File: src/rtl/ntt_intt_ip_bf_sched.sv
// ntt_intt_ip_bf_sched
//   Butterfly scheduler for the Kyber NTT/INTT datapath (n=256, 7 layers x 128
//   butterflies). On start it walks every butterfly of every layer. It issues one
//   (addr_a, addr_b, zeta_idx) triple per valid/ready handshake. It tracks how many
//   butterflies are in flight in the datapath. Between layers it holds a RAW barrier
//   until every issued butterfly has retired.
//
// Optional feature (compile-time macro NTT_INTT_SCHED_SCALE_EN):
//   When the macro is defined, an INTT run appends a scaling pass as layer 7. This pass
//   issues 128 ops (j, j+128, zeta 0) with bf_scale_o=1. When the macro is not defined,
//   INTT stops after layer 6 and bf_scale_o stays 0.
//
// Ports
//   clk_i, rst_ni       clock, asynchronous active-low reset
//   start_i, mode_i     start pulse (IDLE only); mode 0=NTT, 1=INTT, sampled with start
//   abort_i             synchronous abort back to IDLE
//   bf_valid_o/ready_i  butterfly request handshake
//   bf_addr_a_o/_b_o    lower / upper coefficient address
//   bf_zeta_idx_o       twiddle ROM index
//   bf_mode_o           latched mode for the datapath
//   bf_scale_o          request is an INTT final-scaling op
//   dp_ret_i            one butterfly retired this cycle
//   layer_o             current layer (7 = scale pass)
//   busy_o, done_o      status; done_o is a one-cycle pulse
//   err_o               sticky: retire seen with nothing outstanding
module ntt_intt_ip_bf_sched #(
  parameter int ADDR_W  = 8,
  parameter int ZIDX_W  = 7,
  parameter int MAX_OUT = 8
) (
  input  logic              clk_i,
  input  logic              rst_ni,
  input  logic              start_i,
  input  logic              mode_i,
  input  logic              abort_i,
  output logic              bf_valid_o,
  input  logic              bf_ready_i,
  output logic [ADDR_W-1:0] bf_addr_a_o,
  output logic [ADDR_W-1:0] bf_addr_b_o,
  output logic [ZIDX_W-1:0] bf_zeta_idx_o,
  output logic              bf_mode_o,
  output logic              bf_scale_o,
  input  logic              dp_ret_i,
  output logic [2:0]        layer_o,
  output logic              busy_o,
  output logic              done_o,
  output logic              err_o
);

  localparam int OUT_W = $clog2(MAX_OUT + 1);

  typedef enum logic [1:0] {
    S_IDLE,
    S_ISSUE,
    S_BARRIER,
    S_DONE
  } state_t;

  state_t            state_q;
  logic [6:0]        bf_q;      // handshakes completed in the current layer
  logic [OUT_W-1:0]  out_q;     // issued but not yet retired
  logic [OUT_W-1:0]  drain_q;   // retires still owed by an aborted run

  logic              hs, ret_eff, spurious, drain_ret, can_issue;
  logic [OUT_W-1:0]  out_nxt;
  logic [2:0]        last_layer;

  // Request generator inputs: chosen so the generator always describes the
  // request that is about to be loaded into the output registers.
  logic              gen_mode;
  logic [2:0]        gen_layer;
  logic [6:0]        gen_idx;
  logic [2:0]        sh;
  logic [ADDR_W-1:0] b_ext, len, g, o;
  logic [ADDR_W-1:0] gen_a, gen_b;
  logic [ZIDX_W-1:0] gen_zeta;
  logic              gen_scale;

  always_comb begin
    hs        = bf_valid_o && bf_ready_i;
    ret_eff   = dp_ret_i && (out_q != '0);
    drain_ret = dp_ret_i && (out_q == '0) && (drain_q != '0);
    spurious  = dp_ret_i && (out_q == '0) && (drain_q == '0);
    out_nxt   = out_q + OUT_W'(hs) - OUT_W'(ret_eff);
    can_issue = out_nxt < OUT_W'(MAX_OUT);
`ifdef NTT_INTT_SCHED_SCALE_EN
    last_layer = bf_mode_o ? 3'd7 : 3'd6;
`else
    last_layer = 3'd6;
`endif
  end

  always_comb begin
    gen_mode  = bf_mode_o;
    gen_layer = layer_o;
    gen_idx   = bf_q + 7'(hs);
    if (state_q == S_IDLE) begin
      gen_mode  = mode_i;
      gen_layer = 3'd0;
      gen_idx   = 7'd0;
    end else if (state_q == S_BARRIER) begin
      gen_layer = layer_o + 3'd1;
      gen_idx   = 7'd0;
    end

    // sh = log2(len): NTT len=128>>l, INTT len=2<<l.
    sh        = gen_mode ? (gen_layer + 3'd1) : (3'd7 - gen_layer);
    b_ext     = ADDR_W'(gen_idx);
    len       = ADDR_W'(1) << sh;
    g         = b_ext >> sh;
    o         = b_ext & (len - ADDR_W'(1));
    gen_a     = (g << ({1'b0, sh} + 4'd1)) | o;
    gen_b     = gen_a + len;
    gen_zeta  = gen_mode ? ZIDX_W'((ADDR_W'(128) >> gen_layer) - ADDR_W'(1) - g)
                         : ((ZIDX_W'(1) << gen_layer) + ZIDX_W'(g));
    gen_scale = 1'b0;
`ifdef NTT_INTT_SCHED_SCALE_EN
    if (gen_layer == 3'd7) begin
      gen_a     = b_ext;
      gen_b     = b_ext + ADDR_W'(128);
      gen_zeta  = '0;
      gen_scale = 1'b1;
    end
`endif
  end

  always_ff @(posedge clk_i or negedge rst_ni) begin
    if (!rst_ni) begin
      state_q       <= S_IDLE;
      bf_q          <= '0;
      out_q         <= '0;
      drain_q       <= '0;
      bf_valid_o    <= 1'b0;
      bf_addr_a_o   <= '0;
      bf_addr_b_o   <= '0;
      bf_zeta_idx_o <= '0;
      bf_mode_o     <= 1'b0;
      bf_scale_o    <= 1'b0;
      layer_o       <= '0;
      busy_o        <= 1'b0;
      done_o        <= 1'b0;
      err_o         <= 1'b0;
    end else begin
      done_o <= 1'b0;
      if (spurious)  err_o   <= 1'b1;
      if (drain_ret) drain_q <= drain_q - OUT_W'(1);

      case (state_q)
        S_IDLE: begin
          if (start_i && !abort_i) begin
            state_q       <= S_ISSUE;
            bf_mode_o     <= mode_i;
            layer_o       <= '0;
            bf_q          <= '0;
            out_q         <= '0;
            // A new run assumes the datapath has been flushed.
            drain_q       <= '0;
            err_o         <= 1'b0;
            busy_o        <= 1'b1;
            bf_valid_o    <= 1'b1;
            bf_addr_a_o   <= gen_a;
            bf_addr_b_o   <= gen_b;
            bf_zeta_idx_o <= gen_zeta;
            bf_scale_o    <= gen_scale;
          end
        end

        S_ISSUE: begin
          out_q <= out_nxt;
          if (hs) bf_q <= bf_q + 7'd1;
          if (hs && bf_q == 7'd127) begin
            bf_valid_o <= 1'b0;
            state_q    <= S_BARRIER;
          end else if (bf_valid_o && !hs) begin
            // Unaccepted request: hold every bf_* output.
          end else if (can_issue) begin
            bf_valid_o    <= 1'b1;
            bf_addr_a_o   <= gen_a;
            bf_addr_b_o   <= gen_b;
            bf_zeta_idx_o <= gen_zeta;
            bf_scale_o    <= gen_scale;
          end else begin
            bf_valid_o <= 1'b0;
          end
        end

        S_BARRIER: begin
          out_q <= out_nxt;
          // Using out_nxt means done_o (or the next layer's first request) appears
          // the cycle right after the final retire is sampled.
          if (out_nxt == '0) begin
            if (layer_o == last_layer) begin
              state_q <= S_DONE;
              done_o  <= 1'b1;
            end else begin
              state_q       <= S_ISSUE;
              layer_o       <= layer_o + 3'd1;
              bf_q          <= '0;
              bf_valid_o    <= 1'b1;
              bf_addr_a_o   <= gen_a;
              bf_addr_b_o   <= gen_b;
              bf_zeta_idx_o <= gen_zeta;
              bf_scale_o    <= gen_scale;
            end
          end
        end

        S_DONE: begin
          state_q <= S_IDLE;
          busy_o  <= 1'b0;
          layer_o <= '0;
        end

        default: state_q <= S_IDLE;
      endcase

      if (abort_i && state_q != S_IDLE) begin
        state_q    <= S_IDLE;
        bf_valid_o <= 1'b0;
        bf_scale_o <= 1'b0;
        busy_o     <= 1'b0;
        done_o     <= 1'b0;
        layer_o    <= '0;
        bf_q       <= '0;
        out_q      <= '0;
        // Butterflies already in the datapath will still retire; absorb them silently.
        drain_q    <= out_nxt;
      end
    end
  end

endmodule

File: config.mk
export PLATFORM = sky130hd
export DESIGN_NAME = ntt_intt_ip_bf_sched
export DESIGN_NICKNAME = d
export VERILOG_FILES = /design/src/rtl/ntt_intt_ip_bf_sched.sv
export SDC_FILE = /design/constraint.sdc
export NUM_CORES = 1
export LEC_CHECK = 0
export CAP_MARGIN = 30
export CORE_MARGIN = 2
export CORE_UTILIZATION = 45
export DETAILED_ROUTE_END_ITERATION = 16
export HOLD_SLACK_MARGIN = 0.15
export PLACE_DENSITY = 0.67
export SETUP_SLACK_MARGIN = 0.4
export SLEW_MARGIN = 20
export SYNTH_ARGS = -nofsm -noshare
export SYNTH_HDL_FRONTEND = slang
export SYNTH_SLANG_ARGS = --single-unit
File: constraint.sdc
create_clock -name clk_i -period 11.2 [get_ports clk_i]
set_clock_uncertainty 0.1 [all_clocks]
set_input_delay 1.68 -clock clk_i [delete_from_list [all_inputs] [get_ports clk_i]]
set_output_delay 1.68 -clock clk_i [all_outputs]
set_load 0.01 [all_outputs]
==> results of run 1 <==
==> cell usage after synthesis, types with 3 or more instances <==
| master | instances | area (µm²) |
|---|---|---|
| a211o_1 | 3 | 26.3 |
| a211oi_1 | 6 | 45.0 |
| a211oi_2 | 3 | 37.5 |
| a21o_1 | 9 | 67.6 |
| a21oi_1 | 40 | 200 |
| a31oi_1 | 12 | 75.1 |
| a32o_1 | 3 | 30.0 |
| and2_1 | 10 | 62.6 |
| and3_1 | 9 | 56.3 |
| buf_2 | 4 | 20.0 |
| clkbuf_1 | 16 | 60.1 |
| dfrtp_1 | 48 | 1200 |
| fa_1 | 4 | 80.1 |
| ha_1 | 49 | 613 |
| inv_1 | 38 | 143 |
| inv_2 | 4 | 15.0 |
| mux2_2 | 9 | 101 |
| mux2i_1 | 6 | 60.1 |
| nand2_1 | 69 | 259 |
| nand2b_1 | 13 | 81.3 |
| nand3_1 | 17 | 85.1 |
| nand4_1 | 7 | 43.8 |
| nor2_1 | 27 | 101 |
| nor2b_1 | 6 | 37.5 |
| nor3_1 | 9 | 45.0 |
| o2111ai_1 | 4 | 35.0 |
| o211ai_1 | 6 | 45.0 |
| o21ai_0 | 35 | 175 |
| o21ai_1 | 5 | 25.0 |
| o21bai_1 | 7 | 52.6 |
| o22ai_1 | 6 | 37.5 |
| o31ai_1 | 12 | 90.1 |
| or2_2 | 3 | 18.8 |
| or3_1 | 5 | 31.3 |
| xnor2_1 | 17 | 149 |
| xor2_1 | 9 | 78.8 |
==> per-layer routing <==
layer / track usage, % / routed length, µm / up-vias
met4: 6.38 / 220 / 0
met1: 30.9 / 5700 / 2034
met2: 36.4 / 5580 / 139
li1: - / - / 2069
met5: 0 / 0 / -
met3: 3.18 / 704 / 21
==> final timing paths <==
check / start / endpoint / cells past startpoint
min in group asynchronous: rst_ni / bf_q[0] / 2
hold reg to reg: bf_addr_b_o[5] / bf_addr_b_o[5] / 2
max in group asynchronous: rst_ni / bf_zeta_idx_o[2] / 2
setup reg to reg: state_q[0] / bf_addr_b_o[7] / 24
setup / recovery: state_q[0] / bf_addr_b_o[7] / 24
hold / removal: bf_addr_b_o[5] / bf_addr_b_o[5] / 2
==> area by class of cell <==
cell class | instances | area (µm²)
well taps | 133 | 166
fillers | 982 | 4690
clock inverters | 2 | 13.8
multi-input cells | 450 | 3110
clock buffers | 6 | 82.6
inverters | 43 | 161
repair buffers | 41 | 400
flip-flops and latches | 48 | 1200
==> worst max-delay path: cells and delay by family, from the launching register on <==
kind                       cells  cell delay (ps)
buffers and inverters          3              470
xor gates and xnor gates       1              170
and+or+nand+nor                5             1130
AOI/OAI and AO/OA              9             2100
adders and majority gates      5             1800
muxes                          1              160
DFF                            1              410
==> cell usage in the layout (no fill, tap or decap), drive strengths merged, types with 10 or more instances in the layout <==
cell,synthesis,routed
a21oi,40,40
a31oi,12,12
and2,10,10
clkdlybuf4s50,0,36
dfrtp,48,48
ha,49,49
inv,42,43
nand2,69,69
nand2b,13,13
nand3,17,17
nor2,28,28
o21ai,40,40
o31ai,13,13
xnor2,17,17
==> where the power goes <==
group	switching, mW	leakage [nW]	total [mW]	internal, mW
combinational	0.835	1.66	1.36	0.529
clock	0.0649	0.0516	0.116	0.0507
sequential	0.0445	0.626	0.287	0.242
==> flip-flops by register name, indices dropped and copies added, names as in the netlist <==
signal         count
bf_addr_a_o        8
bf_addr_b_o        8
bf_q               7
bf_zeta_idx_o      7
drain_q            4
out_q              4
layer_o            3
state_q            2
bf_mode_o          1
bf_valid_o         1
busy_o             1
done_o             1
err_o              1
==> through the flow <==
stage	cell area, µm²	util, %	worst slack [ps]
finish	5130	52.3	4800
global route	5130	52.3	4260
detailed placement	5010	51.1	4740
global placement	5010	51.0	4730
floorplan	4570	-	5950
CTS	5110	52.1	4860
==> cells by family after synthesis <==
| logic type | share of synthesized area [%] |
|---|---|
| AND/OR/NAND/NOR | 19.7 |
| AO/OA/AOI/OAI | 24.4 |
| buffers and inverters | 5.85 |
| adder cells (fa/ha/maj) | 15.2 |
| flip-flops | 26.3 |
| XOR/XNOR | 4.98 |
| multiplexers | 3.53 |
| other | 0.0820 |
==> run_results.csv, run 1 <==
group,metric,value,unit
outcome,status,"finished, final reports clean",
clock_network,clock-sinks,48,
clock_network,htree_num_levels,2,
sta,fin_crit_sh,57.2,%
clock_network,clk_latency,310,ps
yosys,synth_fp_nets,625,
finish,n_antenna_cell,0,
floorplan,dieArea,11000,µm²
sta,tns,0,ps
sta,hold_violations,0,
yosys,synth_enable_flop_cells,0,
global_routing,grt_usage,22.3,%
yosys,ys_seq_elements,48,
routing,post_drt_wl_per_cell,16.9,µm
finish,drive_gt1_share,6.10,%
yosys,ys_seq_area_share,26.3,%
sta,fmax,0.156,GHz
yosys,synthFlopType,"dfrtp_1",
routing,via_count,4263,
finish,finalNetCount,649,
setup_path,endpoint_kind,"flip-flop",
clock_network,cts-hold-fix-buffers,0,
routing,drt_wl_total,12200,µm
setup_path,cpPeakStageDelay,610,ps
clock_network,cts_setup_buffers,0,
setup_path,arrival,6540,ps
setup_path,critical_path_required,11340,ps
routing,first_pass_iters,5,
floorplan,rows,36,
clock_network,cts-root-buf,"clkbuf_8",
clock_network,cts_buffers,5,
run,cap_violations,0,
sta,min_period,6400,ps
power,p_total,1.77,mW
floorplan,die_w,105,µm
clock_network,ctsResizeCount,0,
setup_path,crit_slowest_cell,"ha_1",
sta,hold-worst-slack,387,ps
power,p_leak,2.34,nW
placed_design,placed_cells,713,
global_routing,grt_max_degree,49,
routing,drtIter0Drc,399,
routing,via_per_inst,5.90,
floorplan,core_area,9820,µm²
routing,ant_nets,0,
placed_design,io_buffers,37,
power,cellPowerDensity,344,nW/µm²
clock_network,path_clk_slew,100,ps
routing,drc,0,
sta,setup_violations,0,
global_routing,first_global_vias,3932,
setup_path,crit_chain,"inv_1 -> ha_1 -> ha_1 -> or2_1 -> inv_2 -> ha_1 -> ha_1 -> mux2_2 -> nand2_1 -> a21oi_1 -> nand2_1 -> a21oi_1 -> nor2_1 -> o32a_1 -> inv_1 -> ha_1 -> a21o_1 -> a21oi_1 -> o21bai_1 -> a21oi_1 -> o21ai_0 -> xor2_1 -> nand2b_1 -> o211ai_1",
sta,drv_slew,0,
global_routing,grt_overflow,0,
yosys,synth_area_per_cell,8.10,µm²
power,max-vdd-ir-drop,0.121,mV
setup_path,worst_setup_path_start_kind,"flip-flop",
yosys,ys_warn_count,0,
yosys,synthArstFlopShare,100,%
finish,post_layout_nonfiller_instances,723,
floorplan,die_h,105,µm
placed_design,hpwl,9530,µm
sta,rsz0062_at_grt,"false",
sta,max_slew.worst_pin.slew,739,ps
placed_design,gp_congestion,1.00,
floorplan,start_util,46.6,%
global_routing,antenna_found_initial,0,
setup_path,r2r_setup_slack,4800,ps
yosys,netlist_area,4570,µm²
floorplan,pin_count,39,
worst_hold_path,min_path_type,"flip-flop to flip-flop",
setup_path,path_common_cell,"ha_1",
global_routing,grt_pass1_wl,20000,µm
yosys,syn_inst,565,
finish,syn_to_final_growth,12.2,%
sta,relSlewSlack,50.6,%
setup_path,critPathMaxFanout,19,
setup_path,worstSetupPathType,"flip-flop to flip-flop",
clock_network,cts_tree,"built",
clock_network,clockBufferDepth,2,
yosys,ys_types,63,
(Power assumes the default switching activity.)
==> run 2: changes to the inputs <==
--- a/config.mk
+++ b/config.mk
@@ -10,7 +10,7 @@
 export CORE_UTILIZATION = 45
 export DETAILED_ROUTE_END_ITERATION = 16
 export HOLD_SLACK_MARGIN = 0.15
-export PLACE_DENSITY = 0.67
+export PLACE_DENSITY = 0.69
 export SETUP_SLACK_MARGIN = 0.4
 export SLEW_MARGIN = 20
 export SYNTH_ARGS = -nofsm -noshare
==> constraint.sdc (replaced) <==
create_clock -name clk_i -period 5.6 [get_ports clk_i]
set_clock_uncertainty 0.1 [all_clocks]
set_input_delay 0.84 -clock clk_i [delete_from_list [all_inputs] [get_ports clk_i]]
set_output_delay 0.84 -clock clk_i [all_outputs]
set_load 0.01 [all_outputs]
==> run 2 against run 1 <==
- worst setup slack got worse by 4200 ps
- global-route usage grew 0.89 points
- sequential cell count is the same
- non-clock buffer count is 20 higher
- worst hold slack got worse by 5.7 ps
- largest cell class unchanged
- register-to-register slack got worse by 4200 ps
- fmax increased by 29%
- highest routed layer unchanged
==> run_results.csv, run 2 (synthesis results as in run 1) <==
group,metric,value,unit
finish,n_fill_cell,964,
global_routing,grt_max_degree,49,
floorplan,rows,36,
clock_network,cts_buffers,5,
setup_path,crit_slowest_cell,"dfrtp_1",
routing,first_pass_iters,5,
global_routing,first_global_vias,4053,
finish,reg.largest.list,"bf_addr_a_o: 8 flops, bf_addr_b_o: 8 flops",
setup_path,path_delay_family,"adder cells",
sta,fin_crit_sh,88.8,%
finish,seq_area,1200,µm²
placed_design,gp_congestion,1.03,
sta,setup_violations,0,
routing,via_count,4266,
global_routing,grt_pass1_wl,20500,µm
floorplan,pin_count,39,
floorplan,core_area,9820,µm²
setup_path,worst_setup_path_start_kind,"flip-flop",
setup_path,worstSetupPathType,"flip-flop to flip-flop",
sta,fmax,0.201,GHz
finish,syn_to_final_growth,17.2,%
routing,via_per_inst,5.74,
setup_path,worst-path-buf-inv,3,
clock_network,cts_tree,"built",
setup_path,arrival,5100,ps
setup_path,critPathMaxFanout,10,
run,cap_violations,0,
setup_path,r2r_setup_slack,630,ps
worst_hold_path,min_from,"bf_addr_b_o[6]",
finish,multiInputGateArea,3200,µm²
global_routing,grt_overflow,0,
sta,tns,0,ps
floorplan,die_h,105,µm
finish,final_common_cell,"nand2_1",
routing,drtIter0Drc,366,
finish,n_antenna_cell,0,
outcome,status,"finished, final reports clean",
sta,hold-worst-slack,381,ps
finish,finalNetCount,670,
global_routing,grt_usage,23.2,%
setup_path,path_common_cell,"ha_1",
setup_path,crit_chain,"inv_2 -> ha_4 -> ha_1 -> or2_1 -> ha_1 -> nand2b_1 -> nand2_1 -> inv_2 -> ha_1 -> ha_1 -> a31oi_2 -> nand2_1 -> o32a_1 -> inv_1 -> ha_1 -> a21o_1 -> a21oi_2 -> o21bai_1 -> a21oi_2 -> o21ai_0 -> xor2_1 -> nand2b_1 -> o211ai_1",
routing,drt_wl_total,12500,µm
placed_design,hpwl,9860,µm
sta,rsz0062_at_grt,"true",
sta,hold_violations,0,
clock_network,cts-root-buf,"clkbuf_8",
sta,drv_slew,0,
clock_network,path_clk_slew,100,ps
clock_network,cts-hold-fix-buffers,0,
setup_path,regToRegStartpoint,"state_q[0]",
setup_path,cpPeakStageDelay,440,ps
sta,max_slew.worst_pin.slew,643,ps
finish,final_core_util,54.6,%
worst_hold_path,min_path_type,"flip-flop to flip-flop",
sta,relSlewSlack,56.6,%
clock_network,clockBufferDepth,2,
routing,drc,0,
finish,layout_common_cells,"68 x nand2_1, 48 x dfrtp_1, 46 x ha_1, 37 x inv_1, 36 x clkdlybuf4s50_1",
sta,min_period,4970,ps
routing,post_drt_wl_per_cell,16.9,µm
clock_network,clock-sinks,48,
sta,layout_setup_ws,626,ps
floorplan,die_w,105,µm
setup_path,crit_path_start,"state_q[0]",
routing,ant_nets,0,
clock_network,clk_latency,320,ps
floorplan,dieArea,11000,µm²
finish,drive_gt1_share,12.5,%
placed_design,io_buffers,37,
setup_path,endpoint_kind,"flip-flop",
placed_design,place_ws,69.7,ps
global_routing,antenna_found_initial,0,
clock_network,htree_num_levels,2,
floorplan,start_util,46.6,%
setup_path,critical_path_required,5730,ps
==> run 2: cell count changes in the layout (fill, tap and decap cells not counted), moves of 2 or more <==
cell	delta
a21oi_1	-7
a21oi_2	+7
a31oi_1	-2
a31oi_2	+2
and2_1	-2
buf_4	+21
ha_1	-3
ha_2	+2
o21ai_0	-2
o21ai_1	+2
o31ai_1	-2
o31ai_2	+2
==> run 2: per-layer routing <==
metal  GRT usage, %  vias to the layer above  wire [µm]
met5              0                        -          0
met1           33.0                     2029       5870
met4           6.38                        0        232
li1               -                     2109          -
met2           37.5                      111       5820
met3           2.43                       17        599
==> run 2: layout make-up <==
class                           instances  share of cell area (%)
Clock buffer                            6                    1.54
Clock inverter                          1                   0.163
Inverter                               43                    3.01
Multi-Input combinational cell        451                    59.7
Sequential cell                        48                    22.4
Tap cell                              133                    3.10
Timing Repair Buffer                   61                    10.1
==> run 2: worst min-delay path, stage by stage, from the launching register on <==
cell and delay [ps]:
dfrtp_1 350, nand2_1 40, o21ai_0 60
==> run 2: final timing paths <==
path,to,depth (start not counted)
worst min-delay path,bf_addr_b_o[6],2
worst max-delay path,bf_addr_b_o[7],23
min in group asynchronous,layer_o[0],2
worst min register to register,bf_addr_b_o[6],2
max in group asynchronous,bf_addr_a_o[6],2
worst max register to register,bf_addr_b_o[7],23
==> run 2: timing repair <==
item | in CTS | in global routing
resized for setup | 2 | 22
hold endpoints to repair | 0 | 0
pin swaps | 0 | 5
endpoints found under the setup margin | 3 | 6
setup buffers | 0 | 8
cloned | 0 | 1
==> run 2: per-stage QoR <==
stage / instances / area [µm²]
after floorplan: 565 / 4570
after global placement: 726 / 5110
after detailed placement: 726 / 5110
after CTS: 733 / 5210
after global routing: 743 / 5360
final: 743 / 5360
Power of run 2 is not shown: default switching activity piles up to over one toggle a cycle in this logic, so the estimate is an artifact.
==> run 3: changes to the inputs <==
--- a/config.mk
+++ b/config.mk
@@ -10,6 +10,7 @@
 export CORE_UTILIZATION = 45
 export DETAILED_ROUTE_END_ITERATION = 16
 export HOLD_SLACK_MARGIN = 0.15
+export MAX_ROUTING_LAYER = met4
 export PLACE_DENSITY = 0.69
 export SETUP_SLACK_MARGIN = 0.4
 export SLEW_MARGIN = 20
==> constraint.sdc (replaced) <==
create_clock -name clk_i -period 5.6 [get_ports clk_i]
set_clock_uncertainty 0.1 [all_clocks]
set_input_delay 1.12 -clock clk_i [delete_from_list [all_inputs] [get_ports clk_i]]
set_output_delay 1.12 -clock clk_i [all_outputs]
set_load 0.01 [all_outputs]
==> run 3 against run 2 <==
- die area unchanged
- non-clock buffer count increased by 7
- register-to-register slack about the same
- worst hold slack improved by 5.4 ps
- via count increased by 2.6%
- cell count increased by 0.94%
- count of clock-buffer cells in the layout increased by 1
- routed wire length increased by 0.54%
- fmax increased by 0.15%
- critical path depth increased by 1
- critical endpoint unchanged
- largest cell class unchanged
==> run_results.csv, run 3 (synthesis results as in run 1) <==
group,metric,value,unit
worst_hold_path,min_from,"bf_addr_b_o[2]",
routing,first_pass_iters,5,
placed_design,hpwl,9790,µm
routing,drc,0,
clock_network,clockBufferDepth,2,
setup_path,critPathMaxFanout,10,
setup_path,worstSetupPathType,"flip-flop to flip-flop",
setup_path,arrival,5100,ps
routing,drtIter0Drc,339,
finish,n_antenna_cell,0,
setup_path,endpoint_kind,"flip-flop",
finish,layout_common_cells,"66 x nand2_1, 48 x dfrtp_1, 44 x ha_1, 36 x inv_1, 36 x clkdlybuf4s50_1",
sta,max_slew.worst_pin.slew,777,ps
setup_path,worst_setup_path_start_kind,"flip-flop",
clock_network,path_clk_slew,100,ps
setup_path,critical_path_required,5730,ps
global_routing,grt_overflow,0,
global_routing,grt_max_degree,33,
global_routing,grt_pass1_wl,20400,µm
finish,drive_gt1_share,15.9,%
run,cap_violations,0,
clock_network,cts_buffers,5,
finish,multiInputGateArea,3300,µm²
finish,final_common_cell,"nand2_1",
sta,min_period,4970,ps
worst_hold_path,min_path_type,"flip-flop to flip-flop",
setup_path,cpPeakStageDelay,440,ps
clock_network,cts_tree,"built",
sta,rsz0062_at_grt,"true",
sta,drv_slew,0,
clock_network,htree_num_levels,2,
clock_network,cts-hold-fix-buffers,0,
floorplan,dieArea,11000,µm²
sta,hold_violations,0,
routing,via_per_inst,5.83,
routing,via_count,4375,
sta,fmax,0.201,GHz
placed_design,place_ws,21.1,ps
routing,drt_wl_total,12600,µm
setup_path,crit_chain,"inv_2 -> ha_4 -> ha_1 -> or2_4 -> inv_2 -> ha_1 -> ha_1 -> and2_2 -> nor2_4 -> buf_4 -> ha_1 -> a31oi_2 -> nand2_1 -> o32a_1 -> inv_1 -> ha_1 -> a21o_1 -> a21oi_2 -> o21bai_1 -> a21oi_2 -> o21ai_0 -> xor2_1 -> nand2b_1 -> o211ai_1",
routing,ant_nets,0,
finish,seq_area,1200,µm²
floorplan,die_h,105,µm
outcome,status,"finished, final reports clean",
global_routing,first_global_vias,4067,
clock_network,cts-root-buf,"clkbuf_8",
floorplan,start_util,46.6,%
floorplan,pin_count,39,
placed_design,gp_congestion,0.973,
finish,syn_to_final_growth,20.9,%
setup_path,crit_path_start,"state_q[0]",
floorplan,rows,36,
sta,setup_violations,0,
global_routing,antenna_found_initial,0,
clock_network,clock-sinks,48,
routing,post_drt_wl_per_cell,16.8,µm
floorplan,core_area,9820,µm²
clock_network,clk_latency,300,ps
sta,layout_setup_ws,633,ps
finish,reg.largest.list,"bf_addr_a_o: 8 flops, bf_addr_b_o: 8 flops",
setup_path,crit_slowest_cell,"dfrtp_1",
finish,n_fill_cell,924,
sta,fin_crit_sh,88.7,%
sta,tns,0,ps
finish,finalNetCount,676,
placed_design,io_buffers,37,
sta,relSlewSlack,47.4,%
setup_path,path_common_cell,"ha_1",
setup_path,regToRegStartpoint,"state_q[0]",
global_routing,grt_usage,23.4,%
floorplan,die_w,105,µm
run 3: final timing paths:
| kind | end | slack (ps) | cells after the start |
|---|---|---|---|
| max | bf_addr_b_o[7] | 630 | 24 |
| min | bf_addr_b_o[2] | 390 | 2 |
| max reg2reg | bf_addr_b_o[7] | 630 | 24 |
| min reg2reg | bf_addr_b_o[2] | 390 | 2 |
| max in group asynchronous | bf_zeta_idx_o[1] | 4250 | 2 |
| min in group asynchronous | bf_q[4] | 640 | 1 |
run 3: worst max-delay path: cells and delay by family (launching register included):
family	cells	cell delay (ps)
AO/OA/AOI/OAI	8	1420
XOR/XNOR	1	170
adder cells (fa/ha/maj)	6	1440
buffers and inverters	4	430
flip-flops	1	440
AND/OR/NAND/NOR	5	910
run 3: final cells by class:
| type | instances | area share (%) |
|---|---|---|
| repair buffers | 68 | 11.0 |
| multi-input cells | 450 | 59.6 |
| clock inverters | 1 | 0.136 |
| flip-flops and latches | 48 | 21.7 |
| inverters | 43 | 2.92 |
| clock buffers | 7 | 1.56 |
| well taps | 133 | 3.01 |
run 3: per-layer routing:
| metal | GRT usage [%] | up-vias | part of all wire [%] |
|---|---|---|---|
| met1 | 31.9 | 2115 | 45 |
| met2 | 36.9 | 116 | 48 |
| li1 | - | 2119 | - |
| met5 | - | - | 0 |
| met3 | 2.62 | 25 | 5.0 |
| met4 | 6.57 | 0 | 2.3 |
run 3: stage by stage:
stage,cell area (µm²),hold slack (ps),std cells,util (%)
after floorplan,4570,397,565,-
after global placement,5160,362,732,52.5
after detailed placement,5180,368,733,52.7
after CTS,5290,396,741,53.9
after global routing,5530,408,750,56.3
final,5530,387,750,56.3
run 3: repair_timing:
action | CTS | global route
resized for setup | 5 | 40
setup buffers | 0 | 9
endpoints found under the hold margin | 0 | 0
setup endpoints to repair | 3 | 7
pin swaps | 0 | 12
Power of run 3 is left out for the same reason.
